$ cat config.mk
export PLATFORM = sky130hd
export DESIGN_NAME = router_pkt_src
export DESIGN_NICKNAME = d
export VERILOG_FILES = /design/src/rtl/router_pkt_src.sv
export SDC_FILE = /design/constraint.sdc
export NUM_CORES = 1
export LEC_CHECK = 0
export ABC_CLOCK_PERIOD_IN_PS = 3800
export BUFFER_PORTS_ARGS = -buffer_cell sky130_fd_sc_hd__buf_4
export CORE_UTILIZATION = 30
export DETAILED_ROUTE_END_ITERATION = 7
export PLACE_DENSITY = 0.51
export SLEW_MARGIN = 5
export SYNTH_ARGS = -nofsm -noshare
export SYNTH_HDL_FRONTEND = slang
export SYNTH_SLANG_ARGS = --single-unit
$ cat constraint.sdc
create_clock -name clk -period 3.8 [get_ports clk]
set_input_delay 0.19 -clock clk [delete_from_list [all_inputs] [get_ports clk]]
set_output_delay 0.19 -clock clk [all_outputs]
set_load 0.01 [all_outputs]
$ cat src/rtl/router_pkt_src.sv
// Packet source for the 1x3 router: buffers a host payload, then sends header,
// payload and parity under busy back-pressure and samples the router error flag.
module router_pkt_src #(
    parameter int MAX_LEN = 63,
    parameter int ERR_WIN = 4
) (
    input  logic       clk,
    input  logic       reset,
    input  logic       start,
    input  logic [1:0] dst_addr,
    input  logic [5:0] pay_len,
    input  logic       inj_bad_par,
    input  logic       s_valid,
    input  logic [7:0] s_data,
    output logic       s_ready,
    input  logic       busy,
    input  logic       error,
    output logic       pkt_valid,
    output logic [7:0] data_in,
    output logic       cmd_err,
    output logic       tx_busy,
    output logic       done,
    output logic       pkt_err
);

    localparam int WW = $clog2(ERR_WIN + 1);

    typedef enum logic [2:0] {
        IDLE    = 3'd0,
        LOAD    = 3'd1,
        HEADER  = 3'd2,
        PAYLOAD = 3'd3,
        PARITY  = 3'd4,
        ERRWAIT = 3'd5
    } state_t;

    state_t          state_q;
    logic [1:0]      addr_q;
    logic [5:0]      len_q;
    logic            bad_q;
    logic [5:0]      idx_q;
    logic [7:0]      par_q;
    logic [WW-1:0]   win_q;
    logic            sticky_q;
    logic            s_ready_q;
    logic            pkt_valid_q;
    logic [7:0]      data_q;
    logic            cmd_err_q;
    logic            tx_busy_q;
    logic            done_q;
    logic            pkt_err_q;

    logic [7:0]      buf_q [MAX_LEN];
    logic            load_take_d;
    logic [5:0]      idx_nxt_d;
    logic            last_idx_d;
    logic            bad_cmd_d;

    assign load_take_d = (state_q == LOAD) && s_valid && s_ready_q;
    assign idx_nxt_d   = idx_q + 6'd1;
    assign last_idx_d  = (idx_q == len_q - 6'd1);
    assign bad_cmd_d   = (dst_addr == 2'd3) || (pay_len == 6'd0) || (int'(pay_len) > MAX_LEN);

    // Payload storage needs no reset; it is always written before it is read.
    always_ff @(posedge clk) begin
        if (load_take_d) begin
            buf_q[idx_q] <= s_data;
        end
    end

    always_ff @(posedge clk or posedge reset) begin
        if (reset) begin
            state_q     <= IDLE;
            addr_q      <= 2'd0;
            len_q       <= 6'd0;
            bad_q       <= 1'b0;
            idx_q       <= 6'd0;
            par_q       <= 8'h00;
            win_q       <= '0;
            sticky_q    <= 1'b0;
            s_ready_q   <= 1'b0;
            pkt_valid_q <= 1'b0;
            data_q      <= 8'h00;
            cmd_err_q   <= 1'b0;
            tx_busy_q   <= 1'b0;
            done_q      <= 1'b0;
            pkt_err_q   <= 1'b0;
        end else begin
            cmd_err_q <= 1'b0;
            done_q    <= 1'b0;
            pkt_err_q <= 1'b0;
            case (state_q)
                IDLE: begin
                    if (start) begin
                        if (bad_cmd_d) begin
                            cmd_err_q <= 1'b1;
                        end else begin
                            addr_q    <= dst_addr;
                            len_q     <= pay_len;
                            bad_q     <= inj_bad_par;
                            idx_q     <= 6'd0;
                            par_q     <= 8'h00;
                            s_ready_q <= 1'b1;
                            tx_busy_q <= 1'b1;
                            state_q   <= LOAD;
                        end
                    end
                end
                LOAD: begin
                    if (load_take_d) begin
                        par_q <= par_q ^ s_data;
                        if (last_idx_d) begin
                            s_ready_q   <= 1'b0;
                            pkt_valid_q <= 1'b1;
                            data_q      <= {len_q, addr_q};
                            idx_q       <= 6'd0;
                            state_q     <= HEADER;
                        end else begin
                            idx_q <= idx_nxt_d;
                        end
                    end
                end
                HEADER: begin
                    if (!busy) begin
                        par_q   <= par_q ^ data_q;
                        data_q  <= buf_q[0];
                        state_q <= PAYLOAD;
                    end
                end
                PAYLOAD: begin
                    if (!busy) begin
                        if (last_idx_d) begin
                            pkt_valid_q <= 1'b0;
                            data_q      <= par_q ^ {8{bad_q}};
                            state_q     <= PARITY;
                        end else begin
                            idx_q  <= idx_nxt_d;
                            data_q <= buf_q[idx_nxt_d];
                        end
                    end
                end
                PARITY: begin
                    if (!busy) begin
                        data_q   <= 8'h00;
                        sticky_q <= 1'b0;
                        win_q    <= WW'(ERR_WIN - 1);
                        done_q   <= (ERR_WIN == 1);
                        state_q  <= ERRWAIT;
                    end
                end
                ERRWAIT: begin
                    // done is registered, so it is raised one edge before the final window cycle
                    if (win_q == '0) begin
                        tx_busy_q <= 1'b0;
                        state_q   <= IDLE;
                    end else begin
                        if (win_q == WW'(1)) begin
                            done_q    <= 1'b1;
                            pkt_err_q <= sticky_q | error;
                        end
                        sticky_q <= sticky_q | error;
                        win_q    <= win_q - WW'(1);
                    end
                end
                default: begin
                    state_q <= IDLE;
                end
            endcase
        end
    end

    assign s_ready   = s_ready_q;
    assign pkt_valid = pkt_valid_q;
    assign data_in   = data_q;
    assign cmd_err   = cmd_err_q;
    assign tx_busy   = tx_busy_q;
    assign done      = done_q;
    assign pkt_err   = pkt_err_q;

endmodule

Word-level counts from Yosys, hierarchy flattened. Memory sizes are Yosys's and may differ from the RTL's. Cells that the tools add are included.

Bitwise logic cells: 5. Shifts and indexed selects: 0. Reduce and logical (&&, ||, !) cells: 22. Div/mod/pow operators: 0. Add/subtract/negate cells: 3. $lt $le $gt $ge: 0. Multiplexer cells: 56. Multiply operators: 0. Equality and inequality tests: 19.

Operators with widths (number): two-way mux 8 bit (10); two-way mux 6 bit (6); case mux 8 bit (4 select lines) (1); two-way mux 3 bit (10); case mux 8 bit (3 select lines) (1); XOR 8 bit (3); != test 2 bit (second input constant) (11); two-way mux 1 bit (21); case mux 3 bit (6 select lines) (1); case mux 6 bit (3 select lines) (1); AND reduction 5 bit (3); AND reduction 6 bit (2); AND reduction 9 bit (1); case mux 1 bit (2 select lines) (4); nonzero test 2 bit (4); adder 6 x 1 -> 6 bit (second input constant) (1); == test 3 x 1 -> 1 bit (second input constant) (2); == test 3 x 2 -> 1 bit (second input constant) (2); == test 3 bit (second input constant) (2); == test 6 bit (1); zero test 3 bit (2); zero test 6 bit (1); case mux 3 bit (2 select lines) (1); AND reduction 3 bit (2); other kinds (10) (12).

Register bits after elaboration: 44. Output and inout bits: 14. Memory bits (writable): 504. Bits of input ports: 23. Memories kept: 1. Logic and storage cells: 121. Memory bits (read-only): 0. Latch bits: 0.

Memories: buf_q (depth 63, bits a word 8, rd ports 2, clocked after memory_dff 0, wr ports 1, RTL line 53) `logic [7:0] buf_q [MAX_LEN];`.

Longest topological paths before layout.
Word-level depth: 5. Mapped depth: 12. Gate-level depth less buffers: 9.

Worst setup path after synthesis. Ideal clock, no wire load.

Kind: register to register. Start point: register idx_q[0]. End point: memory buf_q[44][0] (enable). Cell stages (with the launch flop): 9. Slack: 0.943 ns. Arrival time: 2.486 ns. Buffers on the path: 5. Cells stage by stage: dfrtp_1 buf_6 buf_8 buf_2 buf_4 buf_1 or3b_2 or2_2 nor2_1.

RTL lines: from (decl) (RTL line 41) `logic [5:0] idx_q;`; from (signal assigned) (RTL line 119) `idx_q <= idx_nxt_d;`; from (signal assigned) (RTL line 137) `idx_q <= idx_nxt_d;`; to (decl) (RTL line 53).

Straight into the memory's write port.

Worst setup path after layout.
Start point: register idx_q[1]. End point: register data_q[6] (netlist: data_in[6]).

Longest elaborated chain between the ends: 5. Elaborated cells on any way between the ends: 8. Those cells by class: 1 x add/sub; 2 x eq/ne; 3 x mux; 1 x reduce/logical; 1 x memory.

Ends and longest elaborated chain: adder 6 x 1 -> 6 bit (RTL line 60) `assign idx_nxt_d = idx_q + 6'd1;`; memory read (63 x 8 bit); two-way mux 8 bit (RTL line 132) `if (last_idx_d) begin`; two-way mux 8 bit (RTL line 131) `if (!busy) begin`; case mux 8 bit (4 select lines) (RTL line 92) `case (state_q)`; to (signal assigned) (RTL line 126) `data_q <= buf_q[0];`; to (signal assigned) (RTL line 134) `data_q <= par_q ^ {8{bad_q}};`; to (signal assigned) (RTL line 138) `data_q <= buf_q[idx_nxt_d];`; to (decl) (RTL line 47) `logic [7:0] data_q;`.

Parallel ways exist; a longest one is shown, timed or not. The select of a mux whose other input is x is not followed. A chain may end at the register's enable or synchronous reset.

==> results.yml <==
status:
  status: "complete, but fails checks"
  violations: "design-rule violations"
synth:
  ys_seq_area_share_pct: 72.7
  synth_ff_type: "edfxtp_1"
  syn_area_sq_um: 22300
  ys_seq_elements: 548
  synth_cells: 1189
  synth.avg_cell_area_sq_um: 18.8
  ys_types: 61
  synth_nets: 1217
  synth_edf_count: 504
  synth-async-reset-ratio_pct: 8.03
  yosysWarnings: 0
place:
  hpwl_mm: 35.0
  dp_cells: 2204
  dp_slack_ns: 0.534
  gp_congestion: 0.808
  portBuffers: 36
pwr:
  clockPowerShare_pct: 27.9
  powerDensity_nw_per_um2: 722
  comb_power_share_pct: 34.0
  p_leak_nw: 8.42
  intPower_mw: 12.7
  switchingPower_mw: 6.13
  ir_drop_mv: 0.475
  swShare_pct: 32.5
  seqPwrFrac_pct: 38.1
detailed_routing:
  vias: 11800
  postRouteAntennaNets: 0
  routed_wirelength_mm: 56.2
  dr_wl_met3_mm: 3.23
  dr.pass1.iters: 8
  top_layer_used: "met4"
  drt-initial-drc-count: 887
  wl_per_cell_um: 24.2
  avgViaCountPerCell: 5.07
  wl_met1_mm: 25.9
  drcViolationCount: 3
  wl_met2_mm: 26.0
cts:
  cts_setup_buffers: 0
  path_clk_slew_ns: 0.06
  cts_buffers: 56
  worstSkewPairLatency_ns: 0.61
  hold_buffers: 13
  root_buffer: "clkbuf_16"
  clockBufferDepth: 3
  cts.repair.resized: 0
  cts_tree: "built"
  htree_levels: 2
  cts.sinks: 548
global_routing:
  grt_pass1_vias: 12000
  grt_remaining_overflow: 0
  grt_usage_pct: 15.0
  antenna_found_initial: 0
  grt_pass1_wl_mm: 82.6
  grt_start_max_net_pins: 66
die:
  rows: 99
  die_w_um: 275
  num_io_pins: 37
  start_util_pct: 30.5
  die_h_um: 275
  coreArea_sq_um: 73300
  die_area_sq_um: 75600
sta:
  hold_viol: 0
  period_needed_ns: 3.27
  worstMarginPinSlew_ns: 1.00
  setup_viol: 0
  maxSlewViolCount: 0
  rsz0062_at_grt: "false"
  totalNegativeSetupSlack_ns: 0
  fin_ws_ns: 0.530
  fmax_mhz: 306
  maxSlewHeadroom_pct: 33.0
  post-route-period-util_pct: 86.0
  holdWs_ns: 0.103
  finalClockSkew_ns: 0.0180
critical_path:
  start_kind: "flop"
  path_class: "flop to flop"
  cp_max_fo: 29
  endpoint_kind: "flop"
  critPathRequiredTime_ns: 4.30
  arrival_ns: 3.77
cells_and_area:
  postLayoutCoreUtil_pct: 35.6
  fin_nets: 1344
  n_antenna_cell: 0
  n_fill_cell: 6864
  fin_cells: 2322
  seq_area_sq_um: 16200
  syn_to_final_growth_pct: 16.9
  multiInputGateArea_sq_um: 5760
  drive_above_1_share_pct: 26.5
job:
  cap_violations: 0
worst_hold_path:
  hold_path.class: "input pin to flop"
## critical path, stage by stage, from the launching register on
cell,delay [ns]
dfrtp_1,0.52
ha_4,0.63
buf_4,0.29
mux4_2,0.34
mux4_2,0.52
a211oi_1,0.26
buf_4,0.17
o221ai_1,0.12
mux2_2,0.28
## cells by family (layout without fill, tap and decap cells)
| logic type | after synthesis | in the layout | synth area share [%] |
|---|---|---|---|
| xor gates and xnor gates | 21 | 21 | 0.941 |
| buffers and inverters | 76 | 250 | 1.74 |
| DFF | 548 | 548 | 72.7 |
| and+or+nand+nor | 234 | 234 | 4.77 |
| AOI/OAI and AO/OA | 134 | 134 | 4.18 |
| adders and majority gates | 5 | 5 | 0.280 |
| muxes | 171 | 171 | 15.4 |
## state kept, by name, summed over array words and instances (netlist names), 2 cells and up
register  cells
len_q         6
buf_q       504
data_in       8
idx_q         6
addr_q        2
win_q         3
par_q         8
state_q       3
## synth_stat cells (7+ instances only)
cell type | count | share of area, %
mux4_1 | 7 | 0.82
mux2i_1 | 19 | 0.85
a221oi_1 | 8 | 0.31
a22oi_1 | 11 | 0.37
nor2_1 | 80 | 1.3
clkbuf_1 | 18 | 0.30
xor2_1 | 11 | 0.43
mux2_2 | 17 | 0.86
a21oi_1 | 18 | 0.40
edfxtp_1 | 504 | 68
nand2_1 | 70 | 1.2
o31ai_1 | 11 | 0.37
nor3_1 | 9 | 0.20
nand3_1 | 25 | 0.56
o22ai_1 | 9 | 0.25
mux4_2 | 128 | 13
xnor2_1 | 8 | 0.31
or2_2 | 9 | 0.25
o21ai_0 | 31 | 0.69
inv_1 | 12 | 0.20
nand2b_1 | 11 | 0.31
buf_1 | 8 | 0.13
dfrtp_1 | 44 | 4.9
buf_2 | 24 | 0.54
buf_4 | 9 | 0.30
## final timing paths
kind | start | to | slack, ns | depth (start not counted)
max | idx_q[1] | data_in[6] | 0.53 | 8
min | s_valid | pkt_valid | 0.10 | 4
max reg2reg | idx_q[1] | data_in[6] | 0.53 | 8
min reg2reg | tx_busy | tx_busy | 0.49 | 1
max in group asynchronous | reset | idx_q[0] | 2.67 | 3
min in group asynchronous | reset | par_q[5] | 0.39 | 3
## through the flow
| step | power (mW) | area (sq um) |
|---|---|---|
| floorplan | 11.5 | 22300 |
| global placement | 13.7 | 24200 |
| detailed placement | 13.8 | 24200 |
| CTS | 19.1 | 26100 |
| global route | 19.7 | 26100 |
| finish | 18.9 | 26100 |
## cell type report
type,count,area share (%)
Sequential cell,548,62.2
Multi-Input combinational cell,565,22.1
Clock buffer,71,5.66
Tap cell,959,4.60
Timing Repair Buffer,133,4.28
Clock inverter,34,1.01
Inverter,12,0.173
## power groups by stage
stage / clock network [mW] / registers [mW] / logic (mW)
after floorplan: 0 / 7.15 / 4.37
after global placement: 0 / 7.29 / 6.45
after detailed placement: 0 / 7.30 / 6.48
after CTS: 5.38 / 7.18 / 6.51
after global routing: 5.60 / 7.21 / 6.87
final: 5.25 / 7.18 / 6.42
## metal layers
metal	vias up	track usage [%]
met2	302	23.0
met5	-	0
met4	0	3.79
met1	6308	21.8
met3	69	3.00
li1	5101	-
## cells in the final DEF, fill, tap and decap left out, types with 8 or more instances in the layout
cell,netlist,layout
dlygate4sd3_1,0,13
edfxtp_1,504,504
nor3_1,9,8
buf_4,9,113
clkbuf_1,18,14
inv_1,12,11
or2_2,9,9
a221oi_1,8,8
clkbuf_16,0,57
mux4_2,128,128
xor2_1,11,10
a22oi_1,11,11
a21oi_1,18,18
mux2_2,17,17
clkinv_1,0,18
dfrtp_1,44,43
nand2_1,70,70
nand2b_1,11,11
o31ai_1,11,11
o21ai_0,31,31
nand3_1,25,25
mux2i_1,19,19
nor2_1,80,80
o22ai_1,9,9
Note: power is estimated with default switching activity, not from simulation.
